`src/rtl/nn_pkg.sv`:
```
// nn_pkg: shared constants, bank-select codes and FSM states for the NN host sequencer
package nn_pkg;
  localparam int FP_W = 32;
  localparam int LEN = 9;
  localparam logic [1:0] SEL_U = 2'd0;
  localparam logic [1:0] SEL_W = 2'd1;
  localparam logic [1:0] SEL_V = 2'd2;
  localparam logic [1:0] SEL_X = 2'd3;
  typedef enum logic [2:0] {S_IDLE, S_SEND, S_WAIT, S_COLLECT, S_DONE} state_e;
endpackage

```
`src/rtl/nn_operand_bank.sv`:
```
// nn_operand_bank: 4x9 operand register file, one write port, four parallel reads at one index
module nn_operand_bank
  import nn_pkg::*;
(
  input  logic            clk,
  input  logic            rst_n,
  input  logic            we,
  input  logic [1:0]      sel,
  input  logic [3:0]      widx,
  input  logic [FP_W-1:0] wdata,
  input  logic [3:0]      ridx,
  output logic [FP_W-1:0] rd_u,
  output logic [FP_W-1:0] rd_w,
  output logic [FP_W-1:0] rd_v,
  output logic [FP_W-1:0] rd_x
);
  logic [FP_W-1:0] mem_q [4][LEN];
  logic [FP_W-1:0] mem_d [4][LEN];
  logic            rok;
  // apply the write, dropping out-of-range indices
  always_comb begin
    mem_d = mem_q;
    if (we && widx < 4'(LEN)) mem_d[sel][widx] = wdata;
  end
  // storage; reset clears every bank
  always_ff @(posedge clk or negedge rst_n) begin
    if (!rst_n) mem_q <= '{default: '0};
    else mem_q <= mem_d;
  end
  // reads see a same-cycle write so a write issued alongside start reaches beat 0
  assign rok  = ridx < 4'(LEN);
  assign rd_u = rok ? mem_d[SEL_U][ridx] : '0;
  assign rd_w = rok ? mem_d[SEL_W][ridx] : '0;
  assign rd_v = rok ? mem_d[SEL_V][ridx] : '0;
  assign rd_x = rok ? mem_d[SEL_X][ridx] : '0;
endmodule

```
`src/rtl/nn_host_seq.sv`:
```
// nn_host_seq: bursts stored operands into the NN core, captures its result burst and replays it as a stream
module nn_host_seq
  import nn_pkg::*;
#(
  parameter int TIMEOUT = 255
) (
  input  logic            clk,
  input  logic            rst_n,
  input  logic            cfg_valid,
  input  logic [1:0]      cfg_sel,
  input  logic [3:0]      cfg_idx,
  input  logic [FP_W-1:0] cfg_data,
  input  logic            start,
  output logic            busy,
  output logic            err_timeout,
  output logic            err_short,
  output logic            in_valid_u,
  output logic            in_valid_w,
  output logic            in_valid_v,
  output logic            in_valid_x,
  output logic [FP_W-1:0] weight_u,
  output logic [FP_W-1:0] weight_w,
  output logic [FP_W-1:0] weight_v,
  output logic [FP_W-1:0] data_x,
  input  logic            out_valid,
  input  logic [FP_W-1:0] out,
  output logic            res_valid,
  input  logic            res_ready,
  output logic [FP_W-1:0] res_data,
  output logic            res_last
);
  state_e          state_q, state_d;
  logic [3:0]      beat_q, beat_d, cnt_q, cnt_d, rd_q, rd_d, ridx;
  logic [7:0]      to_q, to_d;
  logic [FP_W-1:0] res_q [LEN];
  logic [FP_W-1:0] res_d [LEN];
  logic            et_q, et_d, es_q, es_d, iv_q, iv_d;
  logic [FP_W-1:0] u_q, u_d, w_q, w_d, v_q, v_d, x_q, x_d;
  logic [FP_W-1:0] b_u, b_w, b_v, b_x;
  logic            bank_we;

  assign bank_we = cfg_valid && state_q == S_IDLE;
  assign ridx    = state_q == S_SEND ? beat_q : '0;

  nn_operand_bank u_bank (
    .clk   (clk),
    .rst_n (rst_n),
    .we    (bank_we),
    .sel   (cfg_sel),
    .widx  (cfg_idx),
    .wdata (cfg_data),
    .ridx  (ridx),
    .rd_u  (b_u),
    .rd_w  (b_w),
    .rd_v  (b_v),
    .rd_x  (b_x)
  );

  // sequencing: operand burst, result capture with abort paths, then stream replay
  always_comb begin
    state_d = state_q;
    beat_d  = beat_q;
    cnt_d   = cnt_q;
    rd_d    = rd_q;
    to_d    = to_q;
    res_d   = res_q;
    et_d    = et_q;
    es_d    = es_q;
    iv_d    = 1'b0;
    case (state_q)
      S_IDLE: if (start) begin
        state_d = S_SEND;
        res_d   = '{default: '0};
        et_d    = 1'b0;
        es_d    = 1'b0;
        iv_d    = 1'b1;
        beat_d  = 4'd1;
        cnt_d   = '0;
        rd_d    = '0;
        to_d    = '0;
      end
      S_SEND: begin
        iv_d   = 1'b1;
        beat_d = beat_q + 4'd1;
        if (beat_q == 4'(LEN - 1)) state_d = S_WAIT;
      end
      S_WAIT: begin
        if (out_valid) begin
          res_d[0] = out;
          cnt_d    = 4'd1;
          state_d  = S_COLLECT;
        end else if (to_q == 8'(TIMEOUT - 1)) begin
          et_d    = 1'b1;
          state_d = S_DONE;
        end else begin
          to_d = to_q == 8'hFF ? to_q : to_q + 8'd1;
        end
      end
      S_COLLECT: begin
        if (cnt_q == 4'(LEN)) begin
          state_d = S_DONE;
        end else if (out_valid) begin
          res_d[cnt_q] = out;
          cnt_d        = cnt_q + 4'd1;
        end else begin
          es_d    = 1'b1;
          state_d = S_DONE;
        end
      end
      S_DONE: if (res_ready) begin
        rd_d = rd_q == 4'(LEN - 1) ? '0 : rd_q + 4'd1;
        state_d = rd_q == 4'(LEN - 1) ? S_IDLE : S_DONE;
      end
      default: state_d = S_IDLE;
    endcase
    u_d = iv_d ? b_u : '0;
    w_d = iv_d ? b_w : '0;
    v_d = iv_d ? b_v : '0;
    x_d = iv_d ? b_x : '0;
  end

  // state, counters, result buffer and registered core-side outputs
  always_ff @(posedge clk or negedge rst_n) begin
    if (!rst_n) begin
      state_q <= S_IDLE;
      beat_q  <= '0;
      cnt_q   <= '0;
      rd_q    <= '0;
      to_q    <= '0;
      res_q   <= '{default: '0};
      et_q    <= 1'b0;
      es_q    <= 1'b0;
      iv_q    <= 1'b0;
      u_q     <= '0;
      w_q     <= '0;
      v_q     <= '0;
      x_q     <= '0;
    end else begin
      state_q <= state_d;
      beat_q  <= beat_d;
      cnt_q   <= cnt_d;
      rd_q    <= rd_d;
      to_q    <= to_d;
      res_q   <= res_d;
      et_q    <= et_d;
      es_q    <= es_d;
      iv_q    <= iv_d;
      u_q     <= u_d;
      w_q     <= w_d;
      v_q     <= v_d;
      x_q     <= x_d;
    end
  end

  assign busy        = state_q != S_IDLE;
  assign err_timeout = et_q;
  assign err_short   = es_q;
  assign in_valid_u  = iv_q;
  assign in_valid_w  = iv_q;
  assign in_valid_v  = iv_q;
  assign in_valid_x  = iv_q;
  assign weight_u    = u_q;
  assign weight_w    = w_q;
  assign weight_v    = v_q;
  assign data_x      = x_q;
  assign res_valid   = state_q == S_DONE;
  assign res_data    = res_valid ? res_q[rd_q] : '0;
  assign res_last    = res_valid && rd_q == 4'(LEN - 1);
endmodule

```
`config.mk`:
```
export PLATFORM = sky130hd
export DESIGN_NAME = nn_host_seq
export DESIGN_NICKNAME = d
export VERILOG_FILES = /design/src/rtl/nn_pkg.sv /design/src/rtl/nn_operand_bank.sv /design/src/rtl/nn_host_seq.sv
export SDC_FILE = /design/constraint.sdc
export NUM_CORES = 2
export LEC_CHECK = 0
export CORE_MARGIN = 8
export CORE_UTILIZATION = 30
export DETAILED_ROUTE_END_ITERATION = 10
export GPL_TIMING_DRIVEN = 0
export PLACE_DENSITY = 0.45
export SETUP_SLACK_MARGIN = 0.5
export SYNTH_ARGS = -nofsm -noshare
export SYNTH_HDL_FRONTEND = slang
export SYNTH_HIERARCHICAL = 1
export SYNTH_SLANG_ARGS = --single-unit
```
`constraint.sdc`:
```
create_clock -name clk -period 4.3 [get_ports clk]
set_input_delay 1.29 -clock clk [delete_from_list [all_inputs] [get_ports clk]]
set_output_delay 1.29 -clock clk [all_outputs]
set_load 0.05 [all_outputs]
```
**After elaboration in Yosys (flattened, before gate mapping)**

Index checks and enable logic that the tools add are counted.

- Word-level logic and storage cells: 192
- Bits in registers: 1594

- Reductions and logical operators: 21
- Add/sub/neg operators: 4
- Muxes and demuxes: 73
- Magnitude comparators: 10
- Equality and inequality tests: 22
- Bitwise gates (word level): 5

Operators by type and width:

| kind | number |
|---|---|
| 1152-bit bitwise mux | 1 |
| 1152-bit two-way mux | 1 |
| 288-bit two-way mux | 4 |
| 32-bit two-way mux | 22 |
| 32-bit binary-select mux with 4-bit select | 5 |
| 288-bit demux with 2-bit select | 1 |
| 256-bit one-hot mux with 2 select lines | 1 |
| 288-bit bitwise mux | 1 |
| 32-bit demux with 4-bit select | 2 |
| 32-bit one-hot mux with 3 select lines | 1 |
| 4-bit two-way mux | 8 |
| 8-bit two-way mux | 4 |
| 3-bit two-way mux | 8 |
| 5-bit greater-or-equal comparator (second input constant) | 4 |
| 4-bit inverter with 5-bit output | 4 |
| 2-bit inequality test (second input constant) | 9 |
| 8-bit == test (second input constant) | 2 |
| 4-bit one-hot mux with 2 select lines | 2 |
| 8-bit one-hot mux with 2 select lines | 1 |
| 3-bit one-hot mux with 5 select lines | 1 |
| 5-bit AND reduction | 3 |
| 4-bit by 1-bit adder with 4-bit output (second input constant) | 3 |
| 4-bit == test (second input constant) | 3 |
| 4-bit one-hot mux with 3 select lines | 1 |
| 20 further kinds | 43 |

**Depth between registers and ports, before layout**

- Depth after elaboration: 14
- Mapped depth: 15

**Hierarchy**

The synthesis kept the hierarchy.

By module, submodules not included:

| module | sequential area each (um^2) | cells each | instances | area an instance (um^2) |
|---|---|---|---|---|
| nn_operand_bank | 28827.6 | 3716 | 1 | 51458.1 |
| nn_host_seq | 11060.6 | 1804 | 1 | 19160.9 |

**Least setup slack after synthesis**

No wires, ideal clock.

- Kind: reg2reg
- Start: register state_q[0]
- End: register x_q[12], in the netlist data_x[12]
- Clock period less this slack: 3.701 ns
- Arrival time: 3.582 ns
- Slack: 0.599 ns
- Setup time: 0.119 ns
- Stages on the path, launching flop included: 14
- Path buffers: 5
- Cell sequence: dfrtp_1 > buf_6 > clkbuf_1 > or3_1 > nor2_1 > and3b_1 > buf_2 > and4_1 > clkbuf_1 > buf_2 > mux2_2 > mux4_2 > a21o_1 > and2_1

RTL lines:

| item | RTL line | RTL |
|---|---|---|
| start: declaration | nn_host_seq.sv:32 | `state_e state_q, state_d;` |
| start signal: assignment | nn_host_seq.sv:139 | `state_q <= state_d;` |
| end signal: assignment | nn_host_seq.sv:137 | `x_q <= '0;` |
| end signal: assignment | nn_host_seq.sv:151 | `x_q <= x_d;` |
| end: declaration | nn_host_seq.sv:38 | `logic [FP_W-1:0] u_q, u_d, w_q, w_d, v_q, v_d, x_q, x_d;` |

**Final worst setup path**

- Start: register rd_q[0]
- End: output port res_data[29]

- Word-level cells in the longest chain between the ends: 5

RTL lines:

| item | RTL line | RTL |
|---|---|---|
| start: declaration | nn_host_seq.sv:33 | `logic [3:0] beat_q, beat_d, cnt_q, cnt_d, rd_q, rd_d, ridx;` |
| start signal: assignment | nn_host_seq.sv:142 | `rd_q <= rd_d;` |
| 4-bit inverter with 5-bit output (not written as such) | nn_host_seq.sv:167 | `assign res_data = res_valid ? res_q[rd_q] : '0;` |
| 32-bit binary-select mux with 4-bit select | nn_host_seq.sv:167 |  |
| 32-bit two-way mux (not written as such) (2 in series) | nn_host_seq.sv:167 |  |
| 32-bit two-way mux | nn_host_seq.sv:167 |  |
| end: declaration | nn_host_seq.sv:29 | `output logic [FP_W-1:0] res_data,` |

Every way passes these cells. The select of a mux whose other input is x is not followed.

==> results.toml <==
[critical_path]
worstPathCellList = "buf_8, buf_12, buf_12, buf_12, mux2i_1, a221oi_2, o21ai_2, a21oi_4, buf_6"
r2r-start = "state_q[1]"
crit_cells = 9
critPathKind = "reg -> out"
cp_slowest_cell = "dfrtp_1"
cp-end-kind = "output port"
cp.arrival_ns = 2.75
cp.buffers_inverters = 5
rrSetupSlack_ns = 0.46
slowest_delay_ns = 0.40
critPathRequiredTime_ns = 3.01
crit_family = "buffers and inverters"
cp-startpoint = "rd_q[0]"
crit_top_cell = "buf_12"
rr_worst_depth = 11
cp_max_fo = 8
startpoint_type = "flip-flop"

[die]
die_area_sq_um = 251000
fp.dieH_microns = 501
initial_core_util_pct = 30.1
coreArea_sq_um = 235000
placementRows = 178
ios = 245
dieWidth_microns = 501

[placement]
portBuffers = 180
place.gp.congestion = 0.913
dp_hpwl_mm = 210

[synth]
synth_nets = 5606
synth_ff_type = "dfrtp_1"
synth_xor_area_share_pct = 0.0372
ys_types = 81
synth.area.top_cells = "dfrtp_1 (56%), mux2_2 (18%), mux4_2 (3.6%)"
synthAdderAreaFrac_pct = 0.177
synth_top_family_by_area = "multiplexers"
syn-cell-area_sq_um = 70600
async_reset_ff_share_pct = 100
synth_simple_gate_area_share_pct = 6.69
synth_compound_area_share_pct = 8.77
synth.area.mux_share_pct = 24.4
yosysTopAreaCell = "dfrtp_1"
synth_enable_flop_cells = 0
synth_area_per_cell_sq_um = 12.8
postSynthCellCount = 5520
synth_top_area_share_pct = 56.5
synth_seq_cells = 1594
ys_warn_count = 6
yosysSeqAreaShare_pct = 56.5

[sta]
clock.fmax_ghz = 0.248
hold_violations = 0
slew_headroom_pct = -0.866
clock_skew_ns = 0.0659
hold_slack_ns = 0.420
drv_slew = 18
period_minus_slack_ns = 4.04
rsz0062_at_grt = "yes"
period_share_pct = 94.0
finalSetupViolCount = 0
worst_pin_slew_ns = 1.51

[global_routing]
first_global_vias = 50900
grt_pass1_wl_mm = 414
grt.total_usage_pct = 23.1
grt_overflow = 0
grt_max_degree = 172
antenna_found_initial = 59

[power]
irDropWorstVdd_mv = 0.350
pwr_density_cell_nw_per_um2 = 630
p_leak_nw = 40.1
p_total_mw = 54.1

[run_status]
outcome = "finished with violations"
failed_checks = "capacitance limit, slew limit"

[drt]
routed_wl_mm = 299
ant_nets = 0
drtPass1Iterations = 7
wire_per_inst_microns = 32.2
num_vias = 49700
drt_iter0_drc = 4544
viasPerCell = 5.35
drc = 0

[cts]
ctsHoldBuffers = 0
cts_buffers = 187
clkTransAtPathRegs_ns = 0.06
htree_num_levels = 4
clock_path_buffers = 3
cts_tree = "yes"
clk_latency_ns = 0.84
root_buffer = "clkbuf_16"
cts_num_sinks = 1594

[finish]
nFillCells = 23000
area_growth_pct = 21.7
final_nets = 6053
final_cell_mix = "dfrtp_1 (1,594), mux2_2 (1,111), nand2_1 (566), clkbuf_1 (253), o21ai_0 (216)"
final_common_cell = "dfrtp_1"
drive_gt1_share_pct = 35.5

[run]
cap_violations = 3

[hold_path]
min_path_type = "in -> async"
[synthesized netlist by cell type (16+ instances only)]
cell type / instances
a221oi_1: 33
dfrtp_1: 1594
a221o_1: 34
nand2_1: 597
a211o_1: 17
o21ai_1: 16
mux2i_1: 178
o21ai_0: 247
nand2b_1: 24
a21o_1: 23
inv_1: 23
o31ai_1: 22
a21oi_1: 111
o22ai_1: 85
mux2_2: 1111
a211oi_1: 27
nor2_1: 75
clkbuf_1: 332
mux4_2: 114
buf_1: 63
a21boi_0: 32
o221ai_1: 57
buf_2: 127
nand3_1: 59
buf_4: 24
a22o_1: 116
mux2_1: 31
and2_1: 139
a22oi_1: 18
[logic make-up after synthesis]
| family | count (synthesis) |
|---|---|
| DFF | 1594 |
| and+or+nand+nor | 995 |
| adders and majority gates | 10 |
| muxes | 1434 |
| AOI/OAI and AO/OA | 908 |
| xor gates and xnor gates | 3 |
| buffers and inverters | 576 |
[registers in the layout (all words and copies together) (netlist names), 4 cells and up]
| name | flops |
|---|---|
| weight_w | 32 |
| weight_u | 32 |
| data_x | 32 |
| weight_v | 32 |
| res_q | 288 |
| rd_q | 4 |
| cnt_q | 4 |
| beat_q | 4 |
| to_q | 8 |
| u_bank/mem_q | 1152 |
[per-layer routing]
metal,global-route usage [%],wire [microns]
met5,0,134
met4,8.51,12200
met3,5.02,20800
met2,36.0,135000
met1,31.8,131000
[stage by stage]
stage          TNS, ns  setup WS (ns)  std cells  area, sq um  utilization (%)
2_1_floorplan        0          0.599       5520        70600                -
3_3_place_gp         -         -74.90       8850        76400             32.5
3_5_place_dp   -519.85          -2.18       8864        76700             32.7
4_1_cts              0          0.148       9227        84800             36.1
5_1_grt              0          0.105       9260        85900             36.6
6_report             0          0.260       9282        86000             36.6
[power by group]
group / leakage [nW] / internal, mW / switching, mW
logic: 15.2 / 7.07 / 12.8
clock network: 2.97 / 9.25 / 6.73
registers: 21.9 / 17.5 / 0.750
total: 40.1 / 33.8 / 20.3
[layout make-up]
class,instances,area (sq um),area share [%]
Antenna cell,27,67.6,0.0786
Buffer,552,3650,4.25
Clock buffer,290,5530,6.43
Clock inverter,37,559,0.651
Inverter,24,97.6,0.114
Multi-Input combinational cell,3350,29400,34.2
Sequential cell,1594,39900,46.4
Tap cell,3150,3940,4.59
Timing Repair Buffer,258,2820,3.29
[path summary, 6_finish.rpt]
check                                          to
worst min-delay path                 weight_w[15]
max in group asynchronous       u_bank/mem_q[361]
worst min register to register  u_bank/mem_q[429]
worst max-delay path                 res_data[29]
min in group clk                u_bank/mem_q[429]
worst max register to register        weight_w[5]
[timing repair]
item / CTS / global route
buffers inserted: 36 / 19
endpoints found under the setup margin: 1200 / 144
gates cloned: 0 / 9
gates resized for setup: 880 / 271
pin swaps: 33 / 47
(Power assumes the default switching activity.)
